`config.mk`:
```
export PLATFORM = sky130hd
export DESIGN_NAME = regfile_writeback_arbiter_flat
export DESIGN_NICKNAME = d
export VERILOG_FILES = /design/src/rtl/regfile_writeback_arbiter_if.sv /design/src/rtl/regfile_writeback_arbiter.sv /design/src/flat_wrapper.sv
export SDC_FILE = /design/constraint.sdc
export NUM_CORES = 1
export LEC_CHECK = 0
export ABC_AREA = 1
export BUFFER_PORTS_ARGS = -buffer_cell sky130_fd_sc_hd__buf_2
export CORE_MARGIN = 1
export CORE_UTILIZATION = 43
export CTS_CLUSTER_DIAMETER = 50
export CTS_CLUSTER_SIZE = 16
export DETAILED_ROUTE_END_ITERATION = 10
export PLACE_DENSITY_LB_ADDON = 0.3
export SKIP_CTS_REPAIR_TIMING = 1
export SYNTH_ARGS = -nofsm -noshare
export SYNTH_HDL_FRONTEND = slang
export SYNTH_SLANG_ARGS = --single-unit
```
`constraint.sdc`:
```
create_clock -name clock -period 1.4 [get_ports clock]
set_input_delay 0.07 -clock clock [delete_from_list [all_inputs] [get_ports clock]]
set_output_delay 0.07 -clock clock [all_outputs]
set_load 0.03 [all_outputs]
```
`src/rtl/regfile_writeback_arbiter_if.sv`:
```
// Writeback request, load-issue and register-file write signals shared by the
// execute/load requesters and the writeback arbiter.
interface regfile_writeback_arbiter_if;
   logic        exValid;
   logic [4:0]  exAddress;
   logic [31:0] exData;
   logic        exReady;
   logic        memValid;
   logic [4:0]  memAddress;
   logic [31:0] memData;
   logic        memReady;
   logic        loadIssue;
   logic [4:0]  loadIssueAddress;
   logic [4:0]  rdAddress;
   logic [31:0] rd;
   logic        rdWriteEnable;
   logic [31:0] pendingMask;

   modport master (
      output exValid, exAddress, exData, memValid, memAddress, memData,
             loadIssue, loadIssueAddress,
      input  exReady, memReady, rdAddress, rd, rdWriteEnable, pendingMask
   );

   modport slave (
      input  exValid, exAddress, exData, memValid, memAddress, memData,
             loadIssue, loadIssueAddress,
      output exReady, memReady, rdAddress, rd, rdWriteEnable, pendingMask
   );
endinterface

```
`src/rtl/regfile_writeback_arbiter.sv`:
```
// Arbitrates the register-file write port between execute and load writeback
// (execute first, with a load starvation guard) and tracks pending loads.
module regfile_writeback_arbiter #(
   parameter int unsigned STARVE_LIMIT = 4
) (
   input logic                           clock,
   input logic                           reset,
   regfile_writeback_arbiter_if.slave    bus
);

   localparam logic [3:0] Limit = 4'(STARVE_LIMIT);

   logic        ex_grant;
   logic        mem_grant;
   logic        starved;

   logic [3:0]  starve_q, starve_d;
   logic [4:0]  rd_addr_q, rd_addr_d;
   logic [31:0] rd_data_q, rd_data_d;
   logic        rd_we_q, rd_we_d;
   logic [31:0] pending_q, pending_d;

   // Load wins a contended cycle only once it has been refused Limit times.
   assign starved   = (starve_q == Limit);
   assign mem_grant = bus.memValid & (~bus.exValid | starved);
   assign ex_grant  = bus.exValid & ~mem_grant;

   assign bus.exReady  = ex_grant;
   assign bus.memReady = mem_grant;

   always_comb begin
      starve_d = starve_q;
      if (!bus.memValid || mem_grant) begin
         starve_d = 4'd0;
      end else if (!starved) begin
         starve_d = starve_q + 4'd1;
      end
   end

   always_comb begin
      rd_addr_d = rd_addr_q;
      rd_data_d = rd_data_q;
      rd_we_d   = 1'b0;
      if (ex_grant) begin
         rd_addr_d = bus.exAddress;
         rd_data_d = bus.exData;
         rd_we_d   = (bus.exAddress != 5'd0);
      end else if (mem_grant) begin
         rd_addr_d = bus.memAddress;
         rd_data_d = bus.memData;
         rd_we_d   = (bus.memAddress != 5'd0);
      end
   end

   // Set after clear so a same-cycle reissue to the same register stays pending.
   always_comb begin
      pending_d = pending_q;
      if (mem_grant) begin
         pending_d[bus.memAddress] = 1'b0;
      end
      if (bus.loadIssue) begin
         pending_d[bus.loadIssueAddress] = 1'b1;
      end
      pending_d[0] = 1'b0;
   end

   always_ff @(posedge clock or negedge reset) begin
      if (!reset) begin
         starve_q  <= 4'd0;
         rd_addr_q <= 5'd0;
         rd_data_q <= 32'd0;
         rd_we_q   <= 1'b0;
         pending_q <= 32'd0;
      end else begin
         starve_q  <= starve_d;
         rd_addr_q <= rd_addr_d;
         rd_data_q <= rd_data_d;
         rd_we_q   <= rd_we_d;
         pending_q <= pending_d;
      end
   end

   assign bus.rdAddress     = rd_addr_q;
   assign bus.rd            = rd_data_q;
   assign bus.rdWriteEnable = rd_we_q;
   assign bus.pendingMask   = pending_q;

endmodule

```
`src/flat_wrapper.sv`:
```
// flat-port wrapper written by rule: the top's interface ports become plain ports
module regfile_writeback_arbiter_flat 
#(
   parameter int unsigned STARVE_LIMIT = 4
)
  (clock, reset, bus_exValid, bus_exAddress, bus_exData, bus_memValid, bus_memAddress, bus_memData, bus_loadIssue, bus_loadIssueAddress, bus_exReady, bus_memReady, bus_rdAddress, bus_rd, bus_rdWriteEnable, bus_pendingMask);
  regfile_writeback_arbiter_if bus_i ();
  input logic clock;
  input logic reset;
  input wire logic [$bits(bus_i.exValid)-1:0] bus_exValid;
  input wire logic [$bits(bus_i.exAddress)-1:0] bus_exAddress;
  input wire logic [$bits(bus_i.exData)-1:0] bus_exData;
  input wire logic [$bits(bus_i.memValid)-1:0] bus_memValid;
  input wire logic [$bits(bus_i.memAddress)-1:0] bus_memAddress;
  input wire logic [$bits(bus_i.memData)-1:0] bus_memData;
  input wire logic [$bits(bus_i.loadIssue)-1:0] bus_loadIssue;
  input wire logic [$bits(bus_i.loadIssueAddress)-1:0] bus_loadIssueAddress;
  output wire logic [$bits(bus_i.exReady)-1:0] bus_exReady;
  output wire logic [$bits(bus_i.memReady)-1:0] bus_memReady;
  output wire logic [$bits(bus_i.rdAddress)-1:0] bus_rdAddress;
  output wire logic [$bits(bus_i.rd)-1:0] bus_rd;
  output wire logic [$bits(bus_i.rdWriteEnable)-1:0] bus_rdWriteEnable;
  output wire logic [$bits(bus_i.pendingMask)-1:0] bus_pendingMask;
  assign bus_i.exValid = bus_exValid;
  assign bus_i.exAddress = bus_exAddress;
  assign bus_i.exData = bus_exData;
  assign bus_i.memValid = bus_memValid;
  assign bus_i.memAddress = bus_memAddress;
  assign bus_i.memData = bus_memData;
  assign bus_i.loadIssue = bus_loadIssue;
  assign bus_i.loadIssueAddress = bus_loadIssueAddress;
  assign bus_exReady = bus_i.exReady;
  assign bus_memReady = bus_i.memReady;
  assign bus_rdAddress = bus_i.rdAddress;
  assign bus_rd = bus_i.rd;
  assign bus_rdWriteEnable = bus_i.rdWriteEnable;
  assign bus_pendingMask = bus_i.pendingMask;
  regfile_writeback_arbiter #(.STARVE_LIMIT(STARVE_LIMIT)) u_core (.clock(clock), .reset(reset), .bus(bus_i));
endmodule
```
==> After elaboration in Yosys (flattened, before gate mapping) <==
Index checks and enable logic that the tools add are counted.
{ "word_totals": {"regBits": 73, "latch_bits": 0, "ramBits": 0, "mem_bits_ro": 0, "in_bits": 84, "out_inout_bits": 72, "wordCells": 41, "memories": 0} }
{ "classes": {"addsub": 1, "n_mul": 0, "div": 0, "n_lt_le_gt_ge": 4, "n_eq_ne": 2, "n_shift": 0, "n_mux": 14, "bitwise_logic": 8, "reduce_logical": 7} }
{ "ops": {"columns": ["operator", "count"], "rows": [
  ["2-to-1 mux 32 bit", 4],
  ["bitwise AND 32 bit", 1],
  ["inverter 32 bit", 1],
  ["OR 32 bit", 1],
  ["< comparator 5 x 6 -> 1 bit (second input constant)", 2],
  ["demux 1 bit (select 5 bit)", 2],
  ["greater-or-equal comparator 5 x 1 -> 1 bit (second input constant)", 2],
  ["2-to-1 mux 5 bit", 2],
  ["nonzero test 5 bit", 2],
  ["2-to-1 mux 4 bit", 2],
  ["adder 4 x 1 -> 4 bit (second input constant)", 1],
  ["== test 4 x 3 -> 1 bit (second input constant)", 1],
  ["2-to-1 mux 1 bit", 4],
  ["bitwise AND 1 bit", 2],
  ["logical AND 1 bit", 2],
  ["!= test 2 bit (second input constant)", 1],
  ["inverter 1 bit", 2],
  ["nonzero test 2 bit", 1],
  ["logical NOT 1 bit", 1],
  ["logical OR 1 bit", 1],
  ["OR 1 bit", 1]
]} }

==> Depth between registers and ports, before layout <==
{ "depth": {"ltp_word": 9, "ltp_mapped": 9, "depth_no_buf": 7} }

==> Worst setup path after synthesis <==
No wires, ideal clock.
{ "synth_path": {"kind": "register -> register", "startpoint": "register u_core.starve_q[0]", "endpoint": "register u_core.rd_we_q (netlist: u_core.bus.rdWriteEnable)", "setup_time_ns": 0.069, "arrival_time_ns": 1.535, "required_ns": 1.331, "setup_slack_ns": -0.204, "stages_incl_launch_ff": 7, "path_buffers": 0, "synth_period_minus_slack_ns": 1.604, "path_cell_list": "dfrtp_1 > inv_1 > ha_1 > nand3_1 > a21oi_1 > o21ai_0 > nand2_1"} }
{ "synth_via": {"elab_chain_len": 6, "elab_cells_between_ends": 7, "classes_between": "eq/ne (1); mux (2); bitwise (4)"} }
{ "synth_rtl": {"columns": ["item", "line", "text"], "rows": [
  ["start: declaration", "regfile_writeback_arbiter.sv:17", "logic [3:0] starve_q, starve_d;"],
  ["start signal: assignment", "regfile_writeback_arbiter.sv:75", "starve_q <= starve_d;"],
  ["== test 4 x 3 -> 1 bit (*)", "regfile_writeback_arbiter.sv:24", "assign starved = (starve_q == Limit);"],
  ["OR 1 bit (*)", "regfile_writeback_arbiter.sv:25", "assign mem_grant = bus.memValid & (~bus.exValid | starved);"],
  ["bitwise AND 1 bit (*)", "regfile_writeback_arbiter.sv:25", null],
  ["net bus_memReady", "flat_wrapper.sv:19", "output wire logic [$bits(bus_i.memReady)-1:0] bus_memReady;"],
  ["inverter 1 bit", "regfile_writeback_arbiter.sv:26", "assign ex_grant = bus.exValid & ~mem_grant;"],
  ["bitwise AND 1 bit", "regfile_writeback_arbiter.sv:26", null],
  ["2-to-1 mux 1 bit (*)", "regfile_writeback_arbiter.sv:44", "if (ex_grant) begin"],
  ["net u_core.rd_we_d", "regfile_writeback_arbiter.sv:20", "logic rd_we_q, rd_we_d;"],
  ["end signal: assignment", "regfile_writeback_arbiter.sv:78", "rd_we_q <= rd_we_d;"],
  ["end: declaration", "regfile_writeback_arbiter.sv:20", null]
]} }
Mark *: on every way through the listed nets, which the timed path passes. The rest lies on a longest branch.
A chain may end at the register's enable or synchronous reset.

==> Final worst setup path <==
{ "layout_path": {"startpoint": "register u_core.starve_q[1]", "endpoint": "output bus_exReady"} }
{ "layout_via": {"elab_chain_len": 5} }
{ "layout_rtl": {"columns": ["item", "line", "text"], "rows": [
  ["== test 4 x 3 -> 1 bit", "regfile_writeback_arbiter.sv:24", null],
  ["OR 1 bit", "regfile_writeback_arbiter.sv:25", null],
  ["bitwise AND 1 bit", "regfile_writeback_arbiter.sv:25", null],
  ["inverter 1 bit", "regfile_writeback_arbiter.sv:26", null],
  ["bitwise AND 1 bit", "regfile_writeback_arbiter.sv:26", null],
  ["end: declaration", "flat_wrapper.sv:18", "output wire logic [$bits(bus_i.exReady)-1:0] bus_exReady;"]
]} }
No other way between the ends.

==> impl_metrics.py <==
metrics = {
    "power": {
        "total_leakage_power_uw": 0.00288,
        "ir_drop_mv": 0.755,
        "clkPwrFrac": 0.293,
        "p_sw_uw": 2290,
        "swShare": 0.353,
        "power.internal_uw": 4200,
        "comb_power_share": 0.306,
        "p_seq_frac": 0.401,
        "powerDensity_mw_per_mm2": 1170,
    },
    "global_route": {
        "grt_pass1_vias": 3529,
        "use_met3": 0.0496,
        "grt_overflow_total": 0,
        "grt_usage": 0.244,
        "grt_util_met1": 0.305,
        "busiest_layer": "met2",
        "use_met2": 0.423,
        "grt_pass1_wl_mm": 16.7,
        "grt_max_degree": 47,
        "antenna_found_initial": 0,
    },
    "synth": {
        "synth_top_area_share": 0.507,
        "synth-seq-cells": 73,
        "yosysUniqueCellTypes": 21,
        "syn_area_sq_mm": 0.00360,
        "synth.net_count": 569,
        "syn_inst": 483,
        "avgSynthCellArea_sq_um": 7.45,
        "seq_area_frac_synth": 0.507,
        "synth.largest_area_cell": "dfrtp_1",
        "synth_area_leaders": "dfrtp_1 (51%), nand2_1 (19%), nand3_1 (15%), nor2_1 (5.0%), inv_1 (2.4%)",
        "ys_warn_count": 0,
    },
    "setup_path": {
        "crit_required_ps": 1330,
        "crit_chain": "inv_2 > ha_4 > nand2_4 > nor2_4 > a21oi_4 > buf_12 > buf_8",
        "regToRegStartpoint": "u_core.starve_q[1]",
        "cpMaxStageDelayCell": "dfrtp_1",
        "worstPathMaxFanout": 5,
        "r2r_slack_ps": -150,
        "path_delay_family": "flip-flops",
        "end_kind": "output pin",
        "worst-path-buf-inv": 3,
        "reg2regPathDepth": 9,
        "setup.worst_path.start_class": "register",
        "r2r_end": "u_core.bus.rd[17]",
        "critical_path_class": "register to output pin",
        "crit_arrival_ps": 1530,
        "critPathMaxStageDelay_ps": 400,
    },
    "final_layout": {
        "num-fill-cells": 646,
        "area_growth_pct": 54.2,
        "final-seq-area_sq_mm": 0.00183,
        "final_cell_area_sq_mm": 0.00555,
        "multi_input_area_sq_mm": 0.00166,
        "layoutNonFillerInstCount": 811,
        "drive_above_1_share": 0.300,
        "final_nets": 787,
        "final_core_util": 0.679,
        "diodes": 0,
    },
    "timing": {
        "fmax_ghz": 0.625,
        "finalCriticalPeriod_ps": 1600,
        "whs_ps": -32.3,
        "fin_crit_sh": 1.14,
        "tns_ps": -3890,
        "hold_viol_final": 9,
        "slew_violations": 0,
        "rsz0062_at_grt": "true",
        "setup_viol": 37,
        "fin_worst_skew_ps": 13.4,
        "layout_setup_ws_ps": -201,
    },
    "die": {
        "fp.dieH_um": 93.5,
        "dieArea_sq_mm": 0.00874,
        "pin_count": 156,
        "row_count": 33,
        "fp.coreArea_sq_mm": 0.00818,
        "start_util": 0.440,
        "die_w_um": 93.5,
    },
    "run_status": {
        "violations": "hold timing, setup timing",
        "status": "complete, but fails checks",
    },
    "placed_design": {
        "io_buffers": 154,
        "placedCellCount": 738,
        "placed_area_sq_mm": 0.00461,
        "routabilityCongestion": 0.852,
        "dp_hpwl_mm": 7.52,
    },
    "route": {
        "dr_total_vias": 4098,
        "ant_nets": 0,
        "drt_wl_total_mm": 12.1,
        "drt_iter0_drc": 228,
        "dr.pass1.iters": 5,
        "routedWlPerCell_um": 14.9,
        "drc": 0,
        "vias_per_cell": 5.05,
    },
    "clock_tree": {
        "cts_root_buffer": "clkbuf_8",
        "numCtsBuffers": 9,
        "tritoncts": "yes",
        "cts.sinks": 73,
        "cts.reportedPaths.clkPinSlew_ps": 80,
        "insertion_delay_ps": 350,
        "cts_max_level": 3,
        "clk_path_buf_depth": 2,
    },
    "hold_path": {
        "holdPathStages": 3,
        "min_to": "u_core.bus.rdWriteEnable",
        "min_from": "bus_exAddress[0]",
        "hold_path.class": "input pin to register",
    },
    "run": {
        "cap_violations": 0,
    },
}
-- cells by family (layout without fill, tap and decap cells) --
| family | Yosys count | in the layout | synth area share |
|---|---|---|---|
| simple gates | 354 | 354 | 0.414 |
| flops | 73 | 73 | 0.507 |
| buf+inv | 46 | 269 | 0.0573 |
| other cells | 1 | 1 | 0.00104 |
| xor+xnor | 2 | 2 | 0.00487 |
| compound gates | 5 | 5 | 0.00869 |
| fa+ha+maj | 2 | 2 | 0.00695 |
-- worst min-delay path: stages --
cell,delay (ps)
buf_2,100
o21ai_1,60
nand2_1,50
-- Yosys cell counts --
master    instances
a21oi_1           2
buf_1             2
buf_2             9
buf_4             6
clkbuf_1          5
conb_1            1
dfrtp_1          73
ha_1              2
inv_1            23
inv_2             1
nand2_1         186
nand2_2           1
nand3_1         105
nor2_1           48
nor2_4            1
nor3_1           12
nor3b_1           1
o21ai_0           2
o21bai_2          1
xnor2_1           1
xor2_1            1
-- power groups by stage --
stage	Sequential [uW]	Clock [uW]	Combinational (uW)
2_1_floorplan	3280	0	454
3_3_place_gp	2630	0	1770
3_5_place_dp	2640	0	1790
4_1_cts	2600	1920	1800
5_1_grt	2640	2010	2120
6_report	2600	1900	1990
-- state kept, by name, indices dropped and copies added (netlist names) --
| signal | flops |
|---|---|
| u_core.bus.rdAddress | 5 |
| u_core.bus.pendingMask | 31 |
| u_core.bus.rd | 32 |
| u_core.bus.rdWriteEnable | 1 |
| u_core.starve_q | 4 |
-- through the flow --
| step | total power, uW | setup WS (ps) | hold slack [ps] |
|---|---|---|---|
| after floorplan | 3730 | -5.58 | -226 |
| final | 6490 | -201 | -32.3 |
| after detailed placement | 4430 | -9.50 | -9.19 |
| after global placement | 4400 | 38.3 | -7.67 |
| after global routing | 6770 | -261 | -10.0 |
| after CTS | 6320 | -390 | -384 |
-- how the worst max path moves through the flow --
stage                             startpoint                  endpoint  slack [ps]  cells after the start
after CTS                 u_core.starve_q[1]               bus_exReady        -390                      7
after global routing      u_core.starve_q[1]              bus_memReady        -260                      6
after floorplan           u_core.starve_q[0]  u_core.bus.rdWriteEnable          -6                      6
after global placement    u_core.starve_q[1]               bus_exReady          40                      7
after detailed placement  u_core.starve_q[1]         u_core.bus.rd[26]          -9                      7
final                     u_core.starve_q[1]               bus_exReady        -200                      7
-- layer usage --
| layer | vias up | wire length [um] |
|---|---|---|
| met5 | - | 0 |
| met4 | 0 | 173 |
| met3 | 23 | 918 |
| met2 | 182 | 6230 |
| met1 | 1915 | 4800 |
| li1 | 1978 | - |
-- cells in the final DEF, fill, tap and decap left out --
| master | n |
|---|---|
| nand2_4 | 2 |
| nor3b_1 | 1 |
| o21ai_1 | 1 |
| o21bai_4 | 1 |
| clkinv_2 | 1 |
| buf_8 | 1 |
| ha_4 | 1 |
| buf_6 | 3 |
| ha_1 | 1 |
| nand2_2 | 3 |
| nor3_1 | 12 |
| clkbuf_1 | 1 |
| buf_12 | 6 |
| inv_2 | 3 |
| nand3_4 | 1 |
| nand3_2 | 2 |
| dfrtp_1 | 73 |
| nor2_4 | 2 |
| xor2_1 | 1 |
| nand3_1 | 102 |
| nor2_2 | 1 |
| inv_6 | 1 |
| nor2_1 | 46 |
| inv_1 | 21 |
| bufinv_16 | 2 |
| clkbuf_8 | 11 |
| a21oi_4 | 2 |
| nand2_1 | 182 |
| clkbuf_16 | 3 |
| dlygate4sd3_1 | 50 |
| buf_4 | 15 |
| o21ai_0 | 1 |
| xnor2_1 | 1 |
| buf_2 | 151 |
| conb_1 | 1 |
-- area by class of cell --
cell class	count	share of cell area
sequential	73	0.329
tap	105	0.0237
clock inverter	4	0.0133
multi-input combinational	364	0.299
timing repair buffer	229	0.291
clock buffer	12	0.0279
inverter	24	0.0162
Note: power is estimated with default switching activity, not from simulation.
